===== src/rtl/fetch_mon_pkg.sv =====
// Shared types for the fetch-port pass/fail monitor: FSM states, status codes
// and the mapping from a terminal status to its FSM state.
package fetch_mon_pkg;

  typedef enum logic [2:0] {
    IDLE    = 3'd0,
    RUN     = 3'd1,
    PASS    = 3'd2,
    FAIL    = 3'd3,
    TIMEOUT = 3'd4,
    HANG    = 3'd5
  } state_t;

  typedef enum logic [2:0] {
    ST_NONE     = 3'd0,
    ST_PASS     = 3'd1,
    ST_PASS_REG = 3'd2,
    ST_FAIL     = 3'd3,
    ST_TIMEOUT  = 3'd4,
    ST_HANG     = 3'd5
  } status_t;

  function automatic logic is_pass(status_t s);
    return (s == ST_PASS) || (s == ST_PASS_REG);
  endfunction

  function automatic state_t state_for(status_t s);
    state_t st;
    case (s)
      ST_PASS, ST_PASS_REG: st = PASS;
      ST_FAIL:              st = FAIL;
      ST_TIMEOUT:           st = TIMEOUT;
      ST_HANG:              st = HANG;
      default:              st = RUN;
    endcase
    return st;
  endfunction

endpackage


===== src/rtl/mon_sat_counter.sv =====
// Saturating up-counter with synchronous clear and a freeze input that holds
// the current value; freeze takes priority over clear and increment.
module mon_sat_counter #(
  parameter int unsigned W = 16
) (
  input  logic         clk,
  input  logic         rst,
  input  logic         clr,
  input  logic         inc,
  input  logic         freeze,
  output logic [W-1:0] count
);

  // NOTE: rst is synchronous and active-low, so it only appears inside the
  // clocked block and never in the sensitivity list.
  always_ff @(posedge clk) begin
    if (!rst) begin
      count <= '0;
    end else if (!freeze) begin
      if (clr)
        count <= '0;
      else if (inc && (count != '1))
        count <= count + W'(1);
    end
  end

endmodule


===== src/rtl/fetch_exit_monitor.sv =====
// Watches the instruction-fetch port and latches a sticky PASS/FAIL/TIMEOUT/HANG
// verdict; all outputs are registered and freeze once a verdict is reached.
module fetch_exit_monitor
  import fetch_mon_pkg::*;
#(
  parameter logic [31:0] PASS_PC        = 32'h8000_0130,
  parameter logic [31:0] FAIL_PC        = 32'h8000_0134,
  parameter logic [31:0] EXPECTED_VALUE = 32'd63,
  parameter int unsigned TIMEOUT_CYCLES = 2000,
  parameter int unsigned HANG_CYCLES    = 256,
  parameter int unsigned CNT_W          = 16
) (
  input  logic             clk,
  input  logic             rst,
  input  logic             fetch_rd_i,
  input  logic             fetch_accept_i,
  input  logic [31:0]      fetch_pc_i,
  input  logic [31:0]      check_value_i,
  output logic             done_o,
  output logic             pass_o,
  output logic [2:0]       status_o,
  output logic             pc_change_o,
  output logic [31:0]      last_pc_o,
  output logic [CNT_W-1:0] cycle_count_o,
  output logic [31:0]      fetch_count_o
);

  // The timeout compare needs headroom below the saturation value, otherwise a
  // saturated counter could never exceed the limit.
  if (64'(TIMEOUT_CYCLES) >= ((64'(1) << CNT_W) - 64'(1))) begin : g_bad_timeout
    $error("TIMEOUT_CYCLES must be below 2**CNT_W-1");
  end
  if (64'(HANG_CYCLES) >= ((64'(1) << CNT_W) - 64'(1))) begin : g_bad_hang
    $error("HANG_CYCLES must be below 2**CNT_W-1");
  end

  localparam logic [CNT_W-1:0] TIMEOUT_LIM = CNT_W'(TIMEOUT_CYCLES);
  localparam logic [CNT_W-1:0] HANG_LIM    = CNT_W'(HANG_CYCLES);

  state_t           state;
  status_t          status;
  status_t          verdict;
  logic [CNT_W-1:0] idle_cnt;
  logic             accepted;
  logic             in_idle;
  logic             in_run;
  logic             terminal;
  logic             pc_changed;

  assign accepted   = fetch_rd_i & fetch_accept_i;
  assign in_idle    = (state == IDLE);
  assign in_run     = (state == RUN);
  assign terminal   = !(in_idle || in_run);
  assign pc_changed = (fetch_pc_i != last_pc_o);
  assign status_o   = status;

  mon_sat_counter #(.W(CNT_W)) u_cycle_cnt (
    .clk    (clk),
    .rst    (rst),
    .clr    (in_idle),
    .inc    (in_run),
    .freeze (terminal),
    .count  (cycle_count_o)
  );

  mon_sat_counter #(.W(CNT_W)) u_idle_cnt (
    .clk    (clk),
    .rst    (rst),
    .clr    (in_idle || (in_run && accepted)),
    .inc    (in_run),
    .freeze (terminal),
    .count  (idle_cnt)
  );

  // PC verdicts outrank the counter-based ones when they coincide.
  always_comb begin
    verdict = ST_NONE;
    if (pc_changed && (fetch_pc_i == PASS_PC))
      verdict = ST_PASS;
    else if (pc_changed && (fetch_pc_i == FAIL_PC))
      verdict = (check_value_i == EXPECTED_VALUE) ? ST_PASS_REG : ST_FAIL;
    else if (cycle_count_o > TIMEOUT_LIM)
      verdict = ST_TIMEOUT;
    else if (idle_cnt == HANG_LIM)
      verdict = ST_HANG;
  end

  // NOTE: every register here uses non-blocking assignment so all of them
  // update from the same pre-edge values, whatever order the branches run in.
  always_ff @(posedge clk) begin
    if (!rst) begin
      state         <= IDLE;
      status        <= ST_NONE;
      done_o        <= 1'b0;
      pass_o        <= 1'b0;
      pc_change_o   <= 1'b0;
      last_pc_o     <= '0;
      fetch_count_o <= '0;
    end else begin
      case (state)
        IDLE: begin
          pc_change_o <= 1'b0;
          if (accepted) begin
            state         <= RUN;
            fetch_count_o <= fetch_count_o + 32'd1;
          end
        end
        RUN: begin
          if (accepted)
            fetch_count_o <= fetch_count_o + 32'd1;
          pc_change_o <= pc_changed;
          if (pc_changed)
            last_pc_o <= fetch_pc_i;
          if (verdict != ST_NONE) begin
            state  <= state_for(verdict);
            status <= verdict;
            done_o <= 1'b1;
            pass_o <= is_pass(verdict);
          end
        end
        default: begin
          pc_change_o <= 1'b0;
        end
      endcase
    end
  end

endmodule


===== config.mk =====
export PLATFORM = sky130hd
export DESIGN_NAME = fetch_exit_monitor
export DESIGN_NICKNAME = d
export VERILOG_FILES = /design/src/rtl/fetch_mon_pkg.sv /design/src/rtl/mon_sat_counter.sv /design/src/rtl/fetch_exit_monitor.sv
export SDC_FILE = /design/constraint.sdc
export NUM_CORES = 1
export LEC_CHECK = 0
export CAP_MARGIN = 20
export CORE_MARGIN = 2
export CORE_UTILIZATION = 48
export CTS_BUF_LIST = sky130_fd_sc_hd__clkbuf_8 sky130_fd_sc_hd__clkbuf_16
export CTS_CLUSTER_SIZE = 10
export DETAILED_ROUTE_END_ITERATION = 8
export HOLD_SLACK_MARGIN = 0.02
export PLACE_DENSITY = 0.81
export REMOVE_ABC_BUFFERS = 1
export SLEW_MARGIN = 0
export SYNTH_ARGS = -nofsm -noshare
export SYNTH_HDL_FRONTEND = slang
export SYNTH_SLANG_ARGS = --single-unit

===== constraint.sdc =====
create_clock -name clk -period 3.1 [get_ports clk]
set_clock_uncertainty 0.15 [all_clocks]
set_input_delay 0.93 -clock clk [delete_from_list [all_inputs] [get_ports clk]]
set_output_delay 0.93 -clock clk [all_outputs]
set_load 0.02 [all_outputs]

==> results.toml <==
[status]
status = "complete, no violations"

[pwr]
vdd_drop_max_v = 0.000224
p_total_w = 0.00273
p_clk_share_pct = 34.1
switching_share_pct = 26.6
power.switching_w = 0.000725
p_int_w = 0.00200
p_leak_nw = 2.93
pwr-share-comb_pct = 14.4
pwr-share-seq_pct = 51.5
p_per_area_nw_per_um2 = 364

[layout]
layout_common_cells = "clkdlybuf4s50_1, dfxtp_1, nor2_1"
layout-drive-gt1-share_pct = 11.1
diodes = 0
fin_cells = 926
regArea_um2 = 2100
syn2layout_area_growth_pct = 41.5
nFillCells = 849
multi_input_area_um2 = 3020
nets = 854
finalInstanceArea_um2 = 7500
final_common_cell = "clkdlybuf4s50_1"

[floorplanning]
die-width_um = 109
placeableCoreArea_um2 = 10800
dieArea_um2 = 11900
initial_core_util_pct = 49.1
die_h_um = 109
pin_count = 154
fp-row-count = 38

[clock_tree]
cts_resized = 0
cts_tree = "built"
hold_buffers = 0
clock_latency_ns = 0.38
cts_buffers = 9
htree_levels = 3
clk_pin_slew_worst_paths_ns = 0.10
root_buffer = "clkbuf_8"
clock_path_buffers = 2
clock-sinks = 105
post_cts_buffers = 0

[synthesis]
ys_warn_count = 0
syn-mean-instance-area_um2 = 9.01
ys.flop_type = "dfxtp_1"
syn_inst = 588
syn-cell-area_um2 = 5300
seq_area_frac_synth_pct = 39.7
async_flop_share_pct = 0
synth-edff-count = 0
synth-seq-cells = 105
synth.distinct_cells = 59

[detailed_routing]
wl_per_cell_um = 15.8
num_vias = 5068
drtIter0Drc = 248
vias_per_cell = 5.47
drc = 0
postRouteAntennaNets = 0
drt_wl_total_um = 14600
drt-pass1-iter-count = 5

[placed_design]
io_buffers = 153
placed_cell_area_um2 = 7280
place_congestion = 0.879
placed_cells_incl_taps = 910
dpl.hpwl_um = 11300

[critical_path]
r2r_slack_ns = 0.72
critPathCaptureType = "flip-flop"
r2r_cells = 7
start_kind = "input port"
crit_start = "fetch_pc_i[18]"
path_class = "in -> reg"
cp_data_required_time_ns = 3.19
arrival_ns = 2.95
critPathMaxFanout = 22
reg2reg_from = "u_cycle_cnt.count[0]$_SDFFE_PN0P_"
cp-endpoint = "last_pc_o[9]$_SDFFE_PN0P_"
r2r-end = "u_cycle_cnt.count[9]$_SDFFE_PN0P_"

[timing]
fmax_mhz = 350
finalCritPeriodShare_pct = 92.1
report.final.slew_viol_count = 0
maxSlewHeadroom_pct = 51.0
rsz0062_at_grt = "no"
setup_viol = 0
hold_viol = 0
min_period_ns = 2.86
worst_pin_slew_ns = 0.728

[worst_hold_path]
hold-path-cell-count = 1
min_path_type = "reg -> reg"
hp-start = "done_o$_SDFFE_PN0P_"

[global_route]
grt_max_degree = 46
antenna_found_initial = 0
grt-ovfl-total = 0
grt_usage_pct = 24.8
grt_pass1_wl_um = 23400
grt_pass1_vias = 4937

[run]
max_cap_violations = 0
==> cells by family (layout without fill, tap and decap cells) <==
kind of cell / count (synthesis) / in the layout / synth area share (%)
and+or+nand+nor: 283 / 283 / 29.5
DFF: 105 / 105 / 39.7
xor gates and xnor gates: 80 / 80 / 13.2
AOI/OAI and AO/OA: 50 / 50 / 6.49
muxes: 34 / 34 / 6.45
buffers and inverters: 31 / 229 / 3.52
adders and majority gates: 5 / 5 / 1.18
==> how the worst min path moves through the flow <==
stage	endpoint	slack (ns)
floorplan	state[2]$_SDFFE_PN0P_	0.32
global placement	done_o$_SDFFE_PN0P_	0.30
detailed placement	done_o$_SDFFE_PN0P_	0.31
CTS	done_o$_SDFFE_PN0P_	0.33
global route	done_o$_SDFFE_PN0P_	0.34
finish	done_o$_SDFFE_PN0P_	0.33
==> power by group through the flow <==
stage / Clock [W] / Combinational (W) / Sequential (W)
2_1_floorplan: 0 / 0.000126 / 0.00146
3_3_place_gp: 0 / 0.000382 / 0.00143
3_5_place_dp: 0 / 0.000390 / 0.00143
4_1_cts: 0.000942 / 0.000393 / 0.00140
5_1_grt: 0.00100 / 0.000418 / 0.00141
6_report: 0.000931 / 0.000393 / 0.00140
==> worst max-delay path, cell delays in order <==
cell and delay (ns):
clkdlybuf4s50_1 0.45, xor2_1 0.17, nor4_2 0.35, buf_4 0.18, nand4_4 0.12, o21ai_4 0.23
buf_12 0.22, mux2i_1 0.20, nor2_1 0.07
==> stage by stage <==
step	setup TNS, ns	setup slack [ns]	hold slack [ns]	utilization (%)
after floorplan	-0.273	-0.190	0.324	-
after global placement	-0.760	-0.0509	0.305	67.4
after detailed placement	-2.98	-0.127	0.310	67.4
after CTS	0	0.250	0.333	69.5
after global routing	0	0.126	0.336	69.5
final	0	0.244	0.329	69.5
==> metal layers <==
layer	global-route usage, %	wire, µm
met5	0	0
met4	8.88	331
met3	4.12	826
met2	42.4	7060
met1	31.4	6380
==> area by class of cell <==
| class | count | area share (%) |
|---|---|---|
| Clock buffer | 10 | 1.84 |
| Clock inverter | 6 | 1.10 |
| Inverter | 9 | 0.450 |
| Multi-Input combinational cell | 452 | 40.2 |
| Sequential cell | 105 | 28.0 |
| Tap cell | 140 | 2.34 |
| Timing Repair Buffer | 204 | 26.0 |
==> Yosys cell counts (all sizes together), types with 10 or more instances <==
master | count | area share [%]
dfxtp | 105 | 40
nor2 | 100 | 7.1
xor2 | 63 | 10
nand2 | 36 | 2.7
mux2i | 33 | 6.2
nand3 | 26 | 2.5
nand4 | 25 | 3.5
nor4 | 25 | 4.2
xnor2 | 17 | 2.8
o21ai | 15 | 1.7
clkbuf | 13 | 0.92
a21oi | 12 | 1.1
and3 | 12 | 1.5
and4 | 11 | 1.8
nor3 | 11 | 1.0
and2 | 10 | 1.2
==> flip-flops by register name, summed over array words and instances (netlist names) <==
name	count
fetch_count_o	32
pass_o	1
state	3
status_o	3
done_o	1
pc_change_o	1
u_idle_cnt.count	16
u_cycle_cnt.count	16
last_pc_o	32
No activity file was read; power rests on OpenSTA's default activity.
